--- config.mk ---
export PLATFORM = sky130hd
export DESIGN_NAME = pipelined_loop_ctrl
export DESIGN_NICKNAME = d
export VERILOG_FILES = /design/src/rtl/pipelined_loop_ctrl.sv
export SDC_FILE = /design/constraint.sdc
export NUM_CORES = 1
export LEC_CHECK = 0
export ABC_AREA = 1
export CAP_MARGIN = 40
export CORE_ASPECT_RATIO = 1.75
export CORE_MARGIN = 8
export CORE_UTILIZATION = 55
export CTS_BUF_LIST = sky130_fd_sc_hd__clkbuf_16
export DETAILED_ROUTE_END_ITERATION = 10
export PLACE_DENSITY = 0.85
export SLEW_MARGIN = 10
export SYNTH_ARGS = -nofsm -noshare
export SYNTH_HDL_FRONTEND = slang
export SYNTH_SLANG_ARGS = --single-unit
export TNS_END_PERCENT = 50
--- constraint.sdc ---
create_clock -name clk -period 2.9 [get_ports clk]
set_input_delay 0.58 -clock clk [delete_from_list [all_inputs] [get_ports clk]]
set_output_delay 0.58 -clock clk [all_outputs]
set_load 0.1 [all_outputs]
--- src/rtl/pipelined_loop_ctrl.sv ---
// Control for one software-pipelined loop: issues an iteration every II cycles,
// tracks occupancy through DEPTH stages and pulses done once the pipe has drained.
module pipelined_loop_ctrl #(
  parameter int unsigned II    = 1,
  parameter int unsigned DEPTH = 2
) (
  input  logic             clk,
  input  logic             rst,
  input  logic             start,
  input  logic [31:0]      trip_count,
  input  logic             stall,
  output logic             ready,
  output logic             busy,
  output logic             issue,
  output logic [31:0]      iter_idx,
  output logic [DEPTH-1:0] stage_valid,
  output logic             done
);

  typedef enum logic [1:0] {
    S_IDLE,
    S_ISSUE,
    S_DRAIN
  } state_t;

  localparam logic [31:0] II_LAST = 32'(II - 1);

  state_t           state;
  state_t           state_next;
  logic [31:0]      remaining;
  logic [31:0]      remaining_next;
  logic [31:0]      ii_cnt;
  logic [31:0]      ii_cnt_next;
  logic [31:0]      iter_idx_next;
  logic             issue_next;
  logic             done_next;
  logic [DEPTH-1:0] sv_shift;
  logic [DEPTH-1:0] sv_next;

  assign ready = (state == S_IDLE);
  assign busy  = (state != S_IDLE);

  always_ff @(posedge clk) begin
    if (rst) begin
      state <= S_IDLE;
    end else if (!stall) begin
      state <= state_next;
    end
  end

  // The first issue is produced by the accept edge itself, so remaining counts
  // the issues still owed after the one currently on the output.
  always_comb begin
    state_next     = state;
    remaining_next = remaining;
    ii_cnt_next    = ii_cnt;
    iter_idx_next  = iter_idx;
    issue_next     = 1'b0;
    done_next      = 1'b0;
    sv_shift       = stage_valid << 1;

    case (state)
      S_IDLE: begin
        if (start) begin
          iter_idx_next = '0;
          ii_cnt_next   = '0;
          if (trip_count == '0) begin
            done_next = 1'b1;
          end else begin
            issue_next     = 1'b1;
            remaining_next = trip_count - 32'd1;
            state_next     = (trip_count == 32'd1) ? S_DRAIN : S_ISSUE;
          end
        end
      end
      S_ISSUE: begin
        if (ii_cnt == II_LAST) begin
          issue_next     = 1'b1;
          ii_cnt_next    = '0;
          iter_idx_next  = iter_idx + 32'd1;
          remaining_next = remaining - 32'd1;
          if (remaining == 32'd1) begin
            state_next = S_DRAIN;
          end
        end else begin
          ii_cnt_next = ii_cnt + 32'd1;
        end
      end
      S_DRAIN: begin
        if (sv_shift == '0) begin
          done_next  = 1'b1;
          state_next = S_IDLE;
        end
      end
      default: begin
        state_next = S_IDLE;
      end
    endcase

    sv_next = sv_shift | DEPTH'(issue_next);
  end

  // A stalled edge holds every counter and the stage pipe; only the
  // single-cycle pulses are cleared so they reappear once the stall lifts.
  always_ff @(posedge clk) begin
    if (rst) begin
      remaining   <= '0;
      ii_cnt      <= '0;
      iter_idx    <= '0;
      issue       <= 1'b0;
      done        <= 1'b0;
      stage_valid <= '0;
    end else if (stall) begin
      issue <= 1'b0;
      done  <= 1'b0;
    end else begin
      remaining   <= remaining_next;
      ii_cnt      <= ii_cnt_next;
      iter_idx    <= iter_idx_next;
      issue       <= issue_next;
      done        <= done_next;
      stage_valid <= sv_next;
    end
  end

endmodule

[After elaboration in Yosys (flattened, before gate mapping)]
Cells that the tools add are included.
Word-level totals
  bits of input ports: 36
  bits in registers: 102
Operators by class
  mux-type cells: 24
  eq/ne operators: 9
  add/subtract/negate cells: 4
  reduce and logical (&&, ||, !) cells: 11
  bitwise logic cells: 2
Operators with widths (number)
  two-way mux 32 bit: 6
  one-hot mux 32 bit (2 select lines): 3
  adder 32 x 1 -> 32 bit, second input constant: 2
  equality test 32 x 1 -> 1 bit, second input constant: 2
  logical NOT 32 bit: 2
  subtractor 32 x 1 -> 32 bit, second input constant: 2
  two-way mux 2 bit: 6
  != test 2 bit, second input constant: 5
  two-way mux 1 bit: 6
  one-hot mux 2 bit (3 select lines): 1
  AND reduction 6 bit: 1
  AND reduction 5 bit: 1
  logical NOT 2 bit: 2
  one-hot mux 1 bit (2 select lines): 2
  AND reduction 4 bit: 1
  nonzero test 2 bit: 2
  AND reduction 3 bit: 1
  equality test 2 x 1 -> 1 bit, second input constant: 1
  equality test 2 bit, second input constant: 1
  bitwise OR 2 x 1 -> 2 bit: 1
  OR reduction 2 bit: 1
  NOT 1 bit: 1

[Depth between registers and ports, before layout]
Gate-level depths: netlist (run 1).
  depth in word-level cells: 5
  mapped depth: 13
  depth with buffers taken out: 12

[Worst setup path before layout (run 1)]
OpenSTA, ideal clock, no wires.
  kind: register to register
  start: register state[1]
  end: register remaining[4]
  arrival time: 2.421 ns
  required time: 2.784 ns
  stages on the path, launching flop included: 9
  clock period less this slack: 2.537 ns
  slack: 0.363 ns
  library setup time: 0.116 ns
  cell sequence: dfxtp_1 -> buf_2 -> nor2_4 -> inv_1 -> nor3_2 -> nor2_4 -> buf_4 -> o21ai_0 -> nor2_1
On the way
  word-level cells in the longest chain between the ends: 3
  elaborated cells between the ends (all ways): 8
  those cells by class: eq/ne (4); mux (1); reduce/logical (3)
Ends and longest elaborated chain
  from (decl): line 28  | state_t state;
  from (signal assigned): line 47  | state <= state_next;
  logical NOT 2 bit *
  named net ready: line 12  | output logic ready,
  != test 2 bit (no source line) / nonzero test 2 bit (equally long branches)
  AND reduction 5 bit (no source line)
  to (signal assigned): line 117  | remaining <= remaining_next;
  to (decl): line 30  | logic [31:0] remaining;
Mark *: on every way through the listed nets, which the timed path passes. The rest lies on a longest branch.
A chain may end at the register's enable or synchronous reset.

[Worst setup path in the final report (run 1)]
  start: input port trip_count[0]
  end: register remaining[18]
On the way
  word-level cells in the longest chain between the ends: 4
  elaborated cells between the ends (all ways): 7
  those cells by class: add/sub (1); eq/ne (1); mux (3); reduce/logical (2)
Ends and longest elaborated chain
  from (decl): line 10  | input logic [31:0] trip_count,
  subtractor 32 x 1 -> 32 bit: line 71  | remaining_next = trip_count - 32'd1;
  two-way mux 32 bit: line 67  | if (trip_count == '0) begin
  two-way mux 32 bit: line 64  | if (start) begin
  one-hot mux 32 bit (2 select lines): line 62  | case (state)
Several ways; a longest one is shown, not always the timed one. The select of a mux whose other input is x is not followed.

==> impl_metrics.csv, run 1 <==
group,metric,value,unit
status,outcome,"finished, final reports clean",
flow_run,drv_cap,0,
critical_path,crit_arrival,2830,ps
routing,drt-initial-drc-count,465,
finish,nets,1442,
routing,wire_per_inst,14.8,um
synthesis,ys.flop_type,"dfxtp_1",
floorplanning,initial_core_util,0.563,
critical_path,path_common_cell,"nor2_4",
routing,postRouteWirelength,23.3,mm
global_route,gr-total-overflow,0,
sta,clock_skew,12.5,ps
clock_network,cts_tree,"built",
placement,place_congestion,0.967,
critical_path,crit_cells,10,
power,netSwitchingFraction,0.353,
sta,worstMarginPinSlew,842,ps
placement,dp_cells,1562,
critical_path,critPathSlowestCell,"nor2_4",
sta,period_minus_slack,2550,ps
floorplanning,num_io_pins,74,
synthesis,syn_avg_cell_area,5.65,um^2
critical_path,path_cells,"clkdlybuf4s50_1 > inv_1 > ha_1 > nand3_2 > nor2_4 > nand3_1 > nor3_2 > nor2_4 > nand2_1 > a21oi_1",
critical_path,end_kind,"register",
synthesis,synth_top_area_frac,0.271,
synthesis,ys_ff_latch,102,
critical_path,cp.required,3180,ps
synthesis,yosysWarnings,0,
sta,slew_headroom,0.438,
clock_network,clk_latency,360,ps
synthesis,syn_area,7530,um^2
finish,finalNonFillerCells,1578,
power,p_leak,3.36,nW
power,p_int,0.00232,W
synthesis,synth.net_count,1377,
clock_network,cts_made_buffers,9,
power,clockPowerShare,0.330,
power,combPwrFrac,0.250,
routing,drc_errors,0,
sta,fmax,392,MHz
sta,fin_setup_tns,0,ps
power,seqPwrFrac,0.420,
sta,final-setup-viol-count,0,
clock_network,cts.repair.resized,0,
routing,antenna_left,0,
global_route,grt_max_degree,51,
critical_path,ff2ff_path_depth,10,
synthesis,synth-edff-count,0,
finish,fin_area,8620,um^2
power,vdd_drop_max,0.000255,V
min_path,min_path_type,"reg -> reg",
placement,post_dp_cell_area,8340,um^2
routing,dr_total_vias,8746,
critical_path,critPathMaxFanout,36,
placement,hpwl,17.8,mm
critical_path,worstSetupPathType,"in -> reg",
synthesis,synth_cell_types,38,
sta,report.final.slew_viol_count,0,
synthesis,ys_async_sr_fraction,0,
floorplanning,core,13400,um^2
finish,drive_gt1_frac,0.0620,
global_route,track_usage,0.262,
routing,routed_via_density,5.54,
finish,area_growth,14.5,%
floorplanning,dieHeight,171,um
sta,hold_violations,0,
finish,num_antenna_cells,0,
synthesis,synth_cells,1334,
clock_network,cts_max_level,3,
sta,finalCritPeriodShare,0.880,
critical_path,crit_family,"simple AND/OR/NAND/NOR gates",
critical_path,worst-path-buf-inv,2,
clock_network,cts_setup_buffers,0,
critical_path,startpoint_type,"input port",
finish,multi_input_area,4880,um^2
finish,regArea,2040,um^2
synthesis,synth_top_cell_by_area,"dfxtp_1",
finish,fillers,1315,
global_route,grt_first_pass_wirelength,38.8,mm
power,p_sw,0.00127,W
power,power_density,416,nW/um^2
synthesis,synth_area_leaders,"dfxtp_1 27%, nand2_1 21%, nor2_1 14%",
critical_path,max_stage_delay,670,ps
synthesis,yosysSeqAreaShare,0.271,
sta,rsz0062_at_grt,"false",
clock_network,cts_hold_buffers,0,
floorplanning,fp-row-count,56,
clock_network,cts_root_buffer,"clkbuf_16",
placement,pre_cts_slack,18.7,ps
clock_network,path_clk_slew,80,ps
sta,setup_ws,349,ps
floorplanning,die-area,17800,um^2
min_path,worstHoldPathCells,2,
placement,port_buffers,73,
clock_network,clock_path_buffers,2,
clock_network,cts.sinks,102,
global_route,antenna_found_initial,0,
floorplanning,die_width,104,um
routing,drtPass1Iterations,5,
global_route,grt_pass1_vias,8526,
==> layout by cell type, fill, tap and decap left out, drive strengths merged, types with 9 or more instances in the layout <==
master and instances:
a21oi 69, buf 53, clkbuf 9, clkdlybuf4s50 34
dfxtp 102, inv 123, nand2 417, nand3 110
nand4 24, nor2 296, nor3 35, o21ai 48
o21bai 14, xnor2 9, xor2 23
==> power by group through the flow <==
stage          clock network, W  registers [W]  logic (W)
4_1_cts                 0.00119        0.00150   0.000882
6_report                0.00119        0.00151   0.000897
5_1_grt                 0.00124        0.00151   0.000996
2_1_floorplan                 0        0.00155   0.000595
3_3_place_gp                  0        0.00154   0.000863
3_5_place_dp                  0        0.00154   0.000878
==> layout make-up <==
cell class              instances  share of cell area
repair buffers                 87              0.0868
well taps                     174              0.0252
clock buffers                   9              0.0261
inverters                     120              0.0524
multi-input cells            1079               0.566
flip-flops and latches        102               0.237
clock inverters                 7             0.00667
==> kinds of logic after synthesis <==
| family | Yosys count | share of synthesized area |
|---|---|---|
| AO/OA/AOI/OAI | 139 | 0.102 |
| XOR/XNOR | 32 | 0.0372 |
| adder cells (fa/ha/maj) | 7 | 0.0116 |
| buffers and inverters | 153 | 0.0815 |
| flip-flops | 102 | 0.271 |
| AND/OR/NAND/NOR | 901 | 0.497 |
==> synthesized netlist by cell type (2+ instances only) <==
cell type	number
inv_1	117
nand2_1	414
nand2_2	2
a21oi_1	67
o21bai_1	14
a31oi_1	2
nand3_1	109
nor2_4	3
dfxtp_1	102
nor3_1	34
buf_1	2
o21ai_0	39
nor2_2	4
nor3b_1	5
nand4_1	24
nor2_1	289
buf_6	2
xor2_1	23
o21ai_1	8
buf_2	10
ha_1	7
buf_4	3
inv_2	2
xnor2_1	9
nor4_1	2
a21oi_2	2
a211oi_1	4
nand3b_1	8
and2_1	3
clkbuf_1	16
==> worst paths after layout <==
kind	endpoint	slack [ps]	startpoint
hold reg to reg	remaining[1]	480	remaining[1]
hold / removal	remaining[1]	480	remaining[1]
setup reg to reg	remaining[18]	500	ii_cnt[0]
setup / recovery	remaining[18]	350	trip_count[0]
==> metal layers <==
metal  GRT usage  share of wire  up-vias
li1            -              -     4401
met1       0.262           0.38     3944
met2       0.483           0.51      313
met4       0.205          0.064        0
met3      0.0309          0.051       88
met5           0              0        -
==> state kept, by name, indices dropped and copies added, names as in the netlist <==
name	cells
iter_idx	32
issue	1
stage_valid	2
state	2
remaining	32
ii_cnt	32
done	1
==> worst reg2reg max path: stages (launching register included) <==
cell     delay, ps
dfxtp_1        350
inv_1           80
ha_1           180
nand2_1         70
nor2_1         100
nand2_1         90
o21ai_4        300
nand2_4        150
nor2_4         670
nand2_1        160
a21oi_1        190
==> through the flow <==
step | hold WS (ps) | power [W] | util
5_1_grt | 500 | 0.00375 | 0.644
6_report | 480 | 0.00359 | 0.644
3_3_place_gp | 451 | 0.00240 | 0.623
4_1_cts | 476 | 0.00358 | 0.644
2_1_floorplan | 443 | 0.00214 | -
3_5_place_dp | 464 | 0.00241 | 0.623
No activity file was read; power rests on OpenSTA's default activity.
==> run 2: changes to the inputs <==
--- a/config.mk
+++ b/config.mk
@@ -5,14 +5,13 @@
 export SDC_FILE = /design/constraint.sdc
 export NUM_CORES = 1
 export LEC_CHECK = 0
-export ABC_AREA = 1
 export CAP_MARGIN = 40
 export CORE_ASPECT_RATIO = 1.75
 export CORE_MARGIN = 8
 export CORE_UTILIZATION = 55
 export CTS_BUF_LIST = sky130_fd_sc_hd__clkbuf_16
 export DETAILED_ROUTE_END_ITERATION = 10
-export PLACE_DENSITY = 0.85
+export PLACE_DENSITY = 0.87
 export SLEW_MARGIN = 10
 export SYNTH_ARGS = -nofsm -noshare
 export SYNTH_HDL_FRONTEND = slang
==> constraint.sdc (replaced) <==
create_clock -name clk -period 2.9 [get_ports clk]
set_input_delay 0.29 -clock clk [delete_from_list [all_inputs] [get_ports clk]]
set_output_delay 0.29 -clock clk [all_outputs]
set_load 0.1 [all_outputs]
==> impl_metrics.csv, run 2 <==
group,metric,value,unit
synthesis,ys_top_cells_by_count,"102 x dfxtp_1, 81 x nand2_1, 78 x nor2_1",
synthesis,ys.flop_type,"dfxtp_1",
sta,fmax,370,MHz
placement,dp_cells,1018,
floorplanning,die-area,15000,um^2
critical_path,startpoint_type,"register",
global_route,grt_first_pass_wirelength,28.0,mm
sta,final-setup-viol-count,0,
flow_run,drv_cap,0,
floorplanning,fp-row-count,51,
synthesis,ys_async_sr_fraction,0,
synthesis,ys_ff_latch,102,
clock_network,cts_made_buffers,9,
clock_network,cts_root_buffer,"clkbuf_16",
sta,hold_ws,475,ps
finish,num_antenna_cells,0,
global_route,gr-total-overflow,0,
routing,wire_per_inst,16.3,um
synthesis,synth_top_cell_by_area,"dfxtp_1",
synthesis,synth_area_leaders,"dfxtp_1 33%, a21oi_1 5.0%, nand2_1 4.9%",
critical_path,cp.required,3180,ps
critical_path,max_stage_delay,550,ps
synthesis,synth.net_count,847,
power,p_leak,2.72,nW
floorplanning,dieHeight,156,um
clock_network,path_clk_slew,70,ps
sta,finalCritPeriodShare,0.932,
critical_path,path_cells,"nor4_1 > nand4_1 > or3_1 > a211o_1 > or4_1 > a21oi_1",
global_route,grt_max_degree,43,
synthesis,synth-edff-count,0,
status,outcome,"finished, final reports clean",
sta,clock_skew,9.49,ps
routing,dr_total_vias,6387,
routing,drt-initial-drc-count,439,
clock_network,cts_tree,"built",
critical_path,critPathSlowestCell,"a211o_1",
placement,port_buffers,73,
global_route,track_usage,0.228,
finish,drive_gt1_frac,0.150,
critical_path,crit_arrival,2980,ps
synthesis,syn_area,6180,um^2
placement,place_congestion,0.879,
critical_path,critPathMaxFanout,19,
finish,nets,940,
finish,reg_top3,"ii_cnt x32, iter_idx x32, remaining x32",
clock_network,cts_hold_buffers,0,
finish,regArea,2040,um^2
sta,slew_headroom,0.459,
sta,report.final.slew_viol_count,0,
finish,fillers,944,
synthesis,synth_top_area_frac,0.330,
placement,hpwl,12.5,mm
clock_network,cts.sinks,102,
critical_path,r2r_start,"ii_cnt[5]",
global_route,antenna_found_initial,0,
floorplanning,die_width,96.1,um
routing,postRouteWirelength,16.8,mm
sta,fin_setup_tns,0,ps
min_path,min_path_type,"reg -> reg",
min_path,min_from,"iter_idx[31]",
critical_path,worstSetupPathType,"reg -> reg",
synthesis,syn_avg_cell_area,7.69,um^2
power,finalPower,0.00361,W
synthesis,yosysWarnings,0,
finish,multi_input_area,3860,um^2
finish,area_growth,22.0,%
floorplanning,initial_core_util,0.560,
routing,drtPass1Iterations,5,
sta,rsz0062_at_grt,"false",
routing,antenna_left,0,
synthesis,yosysSeqAreaShare,0.330,
finish,layout_common_cells,"102 x dfxtp_1, 91 x buf_4, 81 x nand2_1",
routing,drc_errors,0,
clock_network,clock_path_buffers,2,
finish,final_common_cell,"dfxtp_1",
sta,hold_violations,0,
sta,period_minus_slack,2700,ps
synthesis,post-synth-top-count-cell,"dfxtp_1",
clock_network,clk_latency,350,ps
synthesis,synth_cells,804,
power,power_density,479,nW/um^2
critical_path,end_kind,"register",
floorplanning,num_io_pins,74,
synthesis,synth_cell_types,69,
clock_network,cts_max_level,3,
finish,finalNonFillerCells,1034,
floorplanning,core,11000,um^2
sta,worstMarginPinSlew,809,ps
routing,routed_via_density,6.18,
critical_path,cp-startpoint,"ii_cnt[5]",
global_route,grt_pass1_vias,6041,
power,vdd_drop_max,0.000490,V
finish,final_util,0.683,
run 2: cell families after synthesis:
group           Yosys count  synth area share
flops                   102             0.330
compound gates          178             0.180
fa+ha+maj                 7            0.0142
mux                      10            0.0162
xor+xnor                 51            0.0723
buf+inv                  72            0.0476
simple gates            384             0.339
run 2: what timing repair did:
action,in CTS,in global routing
setup buffers,0,0
setup endpoints to repair,0,4
resized for setup,0,2
run 2: final cells by class:
| type | count | area share |
|---|---|---|
| Timing Repair Buffer | 128 | 0.140 |
| Inverter | 26 | 0.0129 |
| Clock buffer | 9 | 0.0299 |
| Multi-Input combinational cell | 630 | 0.511 |
| Sequential cell | 102 | 0.271 |
| Tap cell | 132 | 0.0219 |
| Clock inverter | 7 | 0.0128 |
run 2: path summary, 6_finish.rpt:
check,slack (ps),end,cells past startpoint
setup / recovery,200,iter_idx[20],6
hold / removal,470,iter_idx[31],2
setup reg to reg,200,iter_idx[20],6
hold reg to reg,470,iter_idx[31],2
run 2: layer usage:
layer / vias up / global-route usage / routed length [um]
met2: 231 / 0.403 / 9090
li1: 3151 / - / -
met1: 2970 / 0.249 / 6310
met3: 35 / 0.0403 / 972
met5: - / 0 / 0
met4: 0 / 0.113 / 457
run 2: report_power, final:
group | total, W | switching [W] | internal, W
clock network | 0.00130 | 0.000541 | 0.000758
registers | 0.00151 | 0.0000543 | 0.00145
logic | 0.000805 | 0.000509 | 0.000296
run 2: worst max-delay path: cells and delay by family, from the launching register on:
family	cells	cell delay, ps
simple gates	4	1580
compound gates	2	690
flops	1	350
run 2: per-stage QoR:
| stage | setup slack (ps) | instance area (um^2) |
|---|---|---|
| 5_1_grt | 8.55 | 7540 |
| 4_1_cts | 185 | 7530 |
| 3_5_place_dp | -80.0 | 7210 |
| 3_3_place_gp | -22.0 | 7210 |
| 6_report | 198 | 7540 |
| 2_1_floorplan | 158 | 6180 |
